[config.mk]
export PLATFORM = sky130hd
export DESIGN_NAME = tpu_sequencer
export DESIGN_NICKNAME = d
export VERILOG_FILES = /design/src/rtl/tpu_sequencer.sv
export SDC_FILE = /design/constraint.sdc
export NUM_CORES = 1
export LEC_CHECK = 0
export BUFFER_PORTS_ARGS = -buffer_cell sky130_fd_sc_hd__buf_2
export CELL_PAD_IN_SITES_DETAIL_PLACEMENT = 0
export CELL_PAD_IN_SITES_GLOBAL_PLACEMENT = 2
export CORE_AREA = 2 2 175 177
export CTS_CLUSTER_SIZE = 12
export DETAILED_ROUTE_END_ITERATION = 8
export DIE_AREA = 0 0 177 179
export PLACE_DENSITY = 0.84
export SETUP_SLACK_MARGIN = 0.05
export SLEW_MARGIN = 20
export SYNTH_ARGS = -nofsm -noshare
export SYNTH_HDL_FRONTEND = slang
export SYNTH_SLANG_ARGS = --single-unit
[constraint.sdc]
create_clock -name clk -period 4.45 [get_ports clk]
set_input_delay 0.2225 -clock clk [delete_from_list [all_inputs] [get_ports clk]]
set_output_delay 0.2225 -clock clk [all_outputs]
set_load 0.05 [all_outputs]
[src/rtl/tpu_sequencer.sv]
// tpu_sequencer: runs one weight-load-and-multiply pass through `top` per `start` pulse.
//
// Sequence: IDLE -> WLOAD (WIDTH_HEIGHT read cycles) -> WFIFO (wait mem_to_fifo_done)
//           -> F2A (wait fifo_to_arr_done) -> COMPUTE (ACTIVE_CYCLES cycles)
//           -> WOUT (wait output_done) -> DONE (one cycle) -> IDLE.
//
// Ports:
//   clk, reset                     clock, asynchronous active-high reset
//   start                          pass request, sampled only in IDLE
//   weight_base/input_base/
//   output_base                    8-bit base addresses, latched when start is accepted
//   mem_to_fifo_done/fifo_to_arr_done/output_done
//                                  completion strobes from `top`, honoured in their wait state
//   weightMem_rd_en/_rd_addr       weight memory burst (per-lane enable / 8-bit address)
//   mem_to_fifo, fifo_to_arr,
//   weight_write, active           `top` control strobes
//   inputMem_rd_addr_base,
//   outputMem_wr_addr_base         latched bases replicated per lane while busy
//   busy, done, error              status (error only with the watchdog)
//
// Optional feature: define SEQ_TIMEOUT_EN to enable the wait-state watchdog.
// All outputs are registered and derived from the next state, so they line up with the state.
module tpu_sequencer #(
    parameter int WIDTH_HEIGHT   = 16,
    parameter int ACTIVE_CYCLES  = 19,
    parameter int TIMEOUT_CYCLES = 1024
) (
    input  logic                      clk,
    input  logic                      reset,
    input  logic                      start,
    input  logic [7:0]                weight_base,
    input  logic [7:0]                input_base,
    input  logic [7:0]                output_base,
    input  logic                      mem_to_fifo_done,
    input  logic                      fifo_to_arr_done,
    input  logic                      output_done,
    output logic [WIDTH_HEIGHT-1:0]   weightMem_rd_en,
    output logic [WIDTH_HEIGHT*8-1:0] weightMem_rd_addr,
    output logic                      mem_to_fifo,
    output logic                      fifo_to_arr,
    output logic [WIDTH_HEIGHT-1:0]   weight_write,
    output logic                      active,
    output logic [WIDTH_HEIGHT*8-1:0] inputMem_rd_addr_base,
    output logic [WIDTH_HEIGHT*8-1:0] outputMem_wr_addr_base,
    output logic                      busy,
    output logic                      done,
    output logic                      error
);

    localparam int CNT_MAX = (WIDTH_HEIGHT > ACTIVE_CYCLES) ? WIDTH_HEIGHT : ACTIVE_CYCLES;
    localparam int CNT_W   = $clog2(CNT_MAX) + 1;
    localparam int BUS_W   = WIDTH_HEIGHT * 8;

    localparam logic [2:0] S_IDLE    = 3'd0;
    localparam logic [2:0] S_WLOAD   = 3'd1;
    localparam logic [2:0] S_WFIFO   = 3'd2;
    localparam logic [2:0] S_F2A     = 3'd3;
    localparam logic [2:0] S_COMPUTE = 3'd4;
    localparam logic [2:0] S_WOUT    = 3'd5;
    localparam logic [2:0] S_DONE    = 3'd6;

    logic [2:0]       state_q, state_d;
    logic [CNT_W-1:0] cnt_q, cnt_d;
    logic [7:0]       wbase_q, wbase_d;
    logic [7:0]       ibase_q, ibase_d;
    logic [7:0]       obase_q, obase_d;
    logic             accept;
    logic [7:0]       rd_lane;

`ifdef SEQ_TIMEOUT_EN
    localparam int WD_W = $clog2(TIMEOUT_CYCLES) + 1;
    logic [WD_W-1:0] wd_q, wd_d;
    logic            waiting;
    logic            timeout;
`else
    logic unused_timeout_cfg;
    assign unused_timeout_cfg = (TIMEOUT_CYCLES == 0);
`endif

    always_comb begin
        state_d = state_q;
        accept  = 1'b0;
        case (state_q)
            S_IDLE: begin
                if (start) begin
                    state_d = S_WLOAD;
                    accept  = 1'b1;
                end
            end
            S_WLOAD:   if (cnt_q == CNT_W'(WIDTH_HEIGHT - 1)) state_d = S_WFIFO;
            S_WFIFO:   if (mem_to_fifo_done) state_d = S_F2A;
            S_F2A:     if (fifo_to_arr_done) state_d = S_COMPUTE;
            S_COMPUTE: if (cnt_q == CNT_W'(ACTIVE_CYCLES - 1)) state_d = S_WOUT;
            S_WOUT:    if (output_done) state_d = S_DONE;
            S_DONE:    state_d = S_IDLE;
            default:   state_d = S_IDLE;
        endcase

`ifdef SEQ_TIMEOUT_EN
        // A done strobe in the same cycle as expiry wins over the watchdog.
        waiting = (state_q == S_WFIFO) || (state_q == S_F2A) || (state_q == S_WOUT);
        timeout = waiting && (state_d == state_q) && (wd_q == WD_W'(TIMEOUT_CYCLES - 1));
        if (timeout) state_d = S_IDLE;
        if (state_d != state_q) wd_d = '0;
        else if (waiting)       wd_d = wd_q + WD_W'(1);
        else                    wd_d = wd_q;
`endif

        // Counters restart on every state entry; only the timed states advance them.
        if (state_d != state_q) cnt_d = '0;
        else if (state_q == S_WLOAD || state_q == S_COMPUTE) cnt_d = cnt_q + CNT_W'(1);
        else cnt_d = cnt_q;

        wbase_d = accept ? weight_base : wbase_q;
        ibase_d = accept ? input_base  : ibase_q;
        obase_d = accept ? output_base : obase_q;
        rd_lane = wbase_d + 8'(cnt_d);
    end

    always_ff @(posedge clk or posedge reset) begin
        if (reset) begin
            state_q                <= S_IDLE;
            cnt_q                  <= '0;
            wbase_q                <= '0;
            ibase_q                <= '0;
            obase_q                <= '0;
            weightMem_rd_en        <= '0;
            weightMem_rd_addr      <= '0;
            mem_to_fifo            <= 1'b0;
            fifo_to_arr            <= 1'b0;
            weight_write           <= '0;
            active                 <= 1'b0;
            inputMem_rd_addr_base  <= '0;
            outputMem_wr_addr_base <= '0;
            busy                   <= 1'b0;
            done                   <= 1'b0;
        end else begin
            state_q                <= state_d;
            cnt_q                  <= cnt_d;
            wbase_q                <= wbase_d;
            ibase_q                <= ibase_d;
            obase_q                <= obase_d;
            weightMem_rd_en        <= (state_d == S_WLOAD) ? '1 : '0;
            weightMem_rd_addr      <= (state_d == S_WLOAD) ? {WIDTH_HEIGHT{rd_lane}} : BUS_W'(0);
            mem_to_fifo            <= (state_d == S_WLOAD);
            fifo_to_arr            <= (state_d == S_F2A);
            weight_write           <= (state_d == S_F2A) ? '1 : '0;
            active                 <= (state_d == S_COMPUTE);
            inputMem_rd_addr_base  <= (state_d != S_IDLE) ? {WIDTH_HEIGHT{ibase_d}} : BUS_W'(0);
            outputMem_wr_addr_base <= (state_d != S_IDLE) ? {WIDTH_HEIGHT{obase_d}} : BUS_W'(0);
            busy                   <= (state_d != S_IDLE);
            done                   <= (state_d == S_DONE);
        end
    end

`ifdef SEQ_TIMEOUT_EN
    always_ff @(posedge clk or posedge reset) begin
        if (reset) begin
            wd_q  <= '0;
            error <= 1'b0;
        end else begin
            wd_q <= wd_d;
            if (accept)       error <= 1'b0;
            else if (timeout) error <= 1'b1;
        end
    end
`else
    assign error = 1'b0;
`endif

endmodule

==> impl_results.md <==
* Post-detailed-route count of antenna-violating nets at 0
* Clock transition at the registers of the reported paths at about 70 ps
* Slowest stage delay, CP at 690 ps
* N_diodes at 0
* Worst EP required at approximately 4700 ps
* Number of post-CTS setup repair buffers at 0
* Minimum clock period at around 3200 ps
* Syn_nets at 666
* Die area at approximately 32000 um^2
* Vias at roughly 3600
* Die width at ~180 um
* # DRC at 0
* WL final at around 12000 um
* CTS Buf Count at 9
* CP Capture Type: flip-flop
* DRT Pass-1 Iters at 4
* Async S/R FF share, synth at 1.00
* Register area share after synthesis at 0.270
* Slew headroom at 0.300
* R2R cell count at 8
* Die Ht at ~180 um
* Worst-path cell chain: nor4b_4 -> buf_4 -> mux2_2 -> ha_1 -> o21ai_0 -> o21ai_0 -> a21oi_1 -> mux2i_1
* # setup viols final at 0
* CP max-delay cell: nor4b_4
* Avg WL per Cell at around 11 um
* Synth warn at 0
* Final worst path period share at 0.729
* Final worst slack at ~1200 ps
* Fillers at around 3300
* Storage cell area at between 1500 and 2000 um^2
* Data arrival, critical path at between 3000 and 4000 ps
* Most frequent CP cell: o21ai_0
* First-pass GRT wire length at 15800 um
* Resize count post-CTS at 0
* Unrepaired setup endpoints after global routing: false
* Worst Clk Skew at about 14 ps
* Synth Cell Area at 5750 um^2
* Status: finished, final reports clean
* H-tree depth at 3
* Vias in the first global route at about 2600
* CP Depth at 8
* Clock Latency Late Sink at 340 ps
* Share of cells above drive strength 1 at 0.700
* Gr usage total at 0.0690
* Layout Nets at between 700 and 800
* Critical path buffers and inverters at 1
* Worst Hold Class: in -> async
* Largest net degree at the start of global routing at 63
* CTS tree: yes
* Multi-input gate area at about 1100 um^2
* Gp weighted congestion at between 0.7 and 0.8
* Final instance area at a little under 6000 um^2
* Worst-path fanout max at 16
* Starting Density at 0.191
* CTS Root Cell: clkbuf_16
* Delay-heaviest family, CP: simple AND/OR/NAND/NOR gates
* Via density per instance at between 3 and 4
* Post-synth EDFFs at 0
* Initial antenna violation count at 1
* Max-slew violations at 0
* Dpl ws at 1200 ps
* DR iter-0 viols at 74
* Placed standard-cell area at about 5500 um^2
* Post-Syn Instances at 627
* Placeable Area at roughly 30000 um^2
* HPWL Detailed at ~9500 um
* Max Fclk at 308 MHz
* Hold Fails Final Rpt at 0
* Post-synthesis register bit count at 62
* Mean area per synthesized cell at between 9 and 10 um^2
* Row count at 64
* Layout area overhead at 0.261%
* Clock sinks at just over 60
* Number of I/O port buffers at between 400 and 500
* Worst Hold Margin at around 120 ps
* MaxCap Viol Count at 0
* Total gr overflow at 0
* Pin slew with the least headroom to its limit at 1050 ps
* Startpoint types: flip-flop
* Yosys cell types at between 40 and 50
* Primary FF master, synth: dfrtp_1
* Num ports at 452
* Hold_buf cts at 0
* Setup tns final at 0 ps
* Critical setup path kind: reg -> reg
* Maximum root-to-sink buffer count at 2
==> final timing paths <==
path / start / endpoint / slack, ps
max: state_q[1] / weightMem_rd_addr[125] / 1210
min: reset / outputMem_wr_addr_base[121] / 120
max reg2reg: state_q[1] / weightMem_rd_addr[125] / 1210
max in group asynchronous: reset / cnt_q[3] / 3790
min in group clk: output_base[1] / obase_q[1] / 120
min reg2reg: obase_q[7] / obase_q[7] / 470
==> layout make-up <==
type | count | area share
inverter | 22 | 0.0143
timing repair buffer | 453 | 0.395
clock inverter | 7 | 0.0106
sequential | 62 | 0.269
multi-input combinational | 138 | 0.186
tap | 396 | 0.0859
clock buffer | 9 | 0.0391
==> kinds of logic (layout without fill, tap and decap cells) <==
| kind of cell | after synthesis | in the layout | share of synthesized area |
|---|---|---|---|
| compound gates | 49 | 49 | 0.0546 |
| xor+xnor | 7 | 7 | 0.0107 |
| fa+ha+maj | 9 | 9 | 0.0209 |
| buf+inv | 427 | 491 | 0.545 |
| flops | 62 | 62 | 0.270 |
| mux | 26 | 26 | 0.0468 |
| other cells | 1 | 1 | 0.000652 |
| simple gates | 46 | 46 | 0.0520 |
==> per-layer routing <==
| metal | vias up | GRT usage | part of all wire |
|---|---|---|---|
| met4 | 2 | 0.0258 | 0.012 |
| met3 | 9 | 0.0244 | 0.10 |
| li1 | 1721 | - | - |
| met5 | - | 0 | 0.0011 |
| met2 | 254 | 0.117 | 0.48 |
| met1 | 1651 | 0.0796 | 0.40 |
==> metrics by stage <==
step / instances / utilization
floorplan: 627 / -
global placement: 1071 / 0.182
detailed placement: 1071 / 0.182
CTS: 1087 / 0.192
global route: 1087 / 0.192
finish: 1087 / 0.192
==> worst reg2reg max path, delay by kind of cell, from the launching register on <==
kind | cells | cell delay (ps)
adder cells (fa/ha/maj) | 1 | 350
buffers and inverters | 1 | 370
AO/OA/AOI/OAI | 3 | 610
flip-flops | 1 | 560
AND/OR/NAND/NOR | 1 | 690
multiplexers | 2 | 580
==> synth_stat cells (2+ instances only) <==
library cell,number,share of area
o21bai_1,2,0.0026
o21ai_0,8,0.0070
nand3_1,4,0.0035
o21ai_1,2,0.0017
xnor2_1,7,0.011
nor2b_1,7,0.0076
and4b_1,2,0.0035
buf_2,4,0.0035
dfrtp_1,62,0.27
a21o_1,3,0.0039
nand2_1,5,0.0033
buf_6,5,0.0098
nand2b_1,2,0.0022
a31oi_1,16,0.017
ha_1,8,0.017
buf_4,396,0.52
nor4b_1,3,0.0046
inv_1,22,0.014
a21oi_1,9,0.0078
nor2_1,9,0.0059
mux2_2,7,0.014
a211oi_1,4,0.0052
mux2i_1,19,0.033
nor3b_1,2,0.0026
nor3_1,2,0.0017
==> registers in the layout, indices dropped and copies added, names as in the netlist <==
name                    count
obase_q                     8
active                      1
weightMem_rd_addr           8
state_q                     3
ibase_q                     8
cnt_q                       6
wbase_q                     8
weightMem_rd_en             1
outputMem_wr_addr_base      8
busy                        1
inputMem_rd_addr_base       8
weight_write                1
done                        1
==> cell usage in the layout, fill, tap and decap left out, types with 2 or more instances in the layout <==
cell type | netlist | final
and4b_1 | 2 | 2
buf_2 | 4 | 450
o21ai_1 | 2 | 2
a31oi_1 | 16 | 16
nand2b_1 | 2 | 2
mux2_2 | 7 | 7
nor3_1 | 2 | 2
nor4b_1 | 3 | 3
clkinvlp_4 | 0 | 2
nor2_1 | 9 | 8
buf_4 | 396 | 3
clkbuf_16 | 0 | 9
dfrtp_1 | 62 | 62
xnor2_1 | 7 | 7
a21o_1 | 3 | 3
inv_6 | 0 | 3
o21bai_1 | 2 | 2
mux2i_1 | 19 | 19
ha_1 | 8 | 8
a211oi_1 | 4 | 4
nor2b_1 | 7 | 7
inv_1 | 22 | 21
nor3b_1 | 2 | 2
nand2_1 | 5 | 5
nand3_1 | 4 | 4
a21oi_1 | 9 | 9
o21ai_0 | 8 | 8
Power is left out: the tool's default activity adds up to more than one toggle a clock period on the data nets, which glitch-free logic cannot reach.
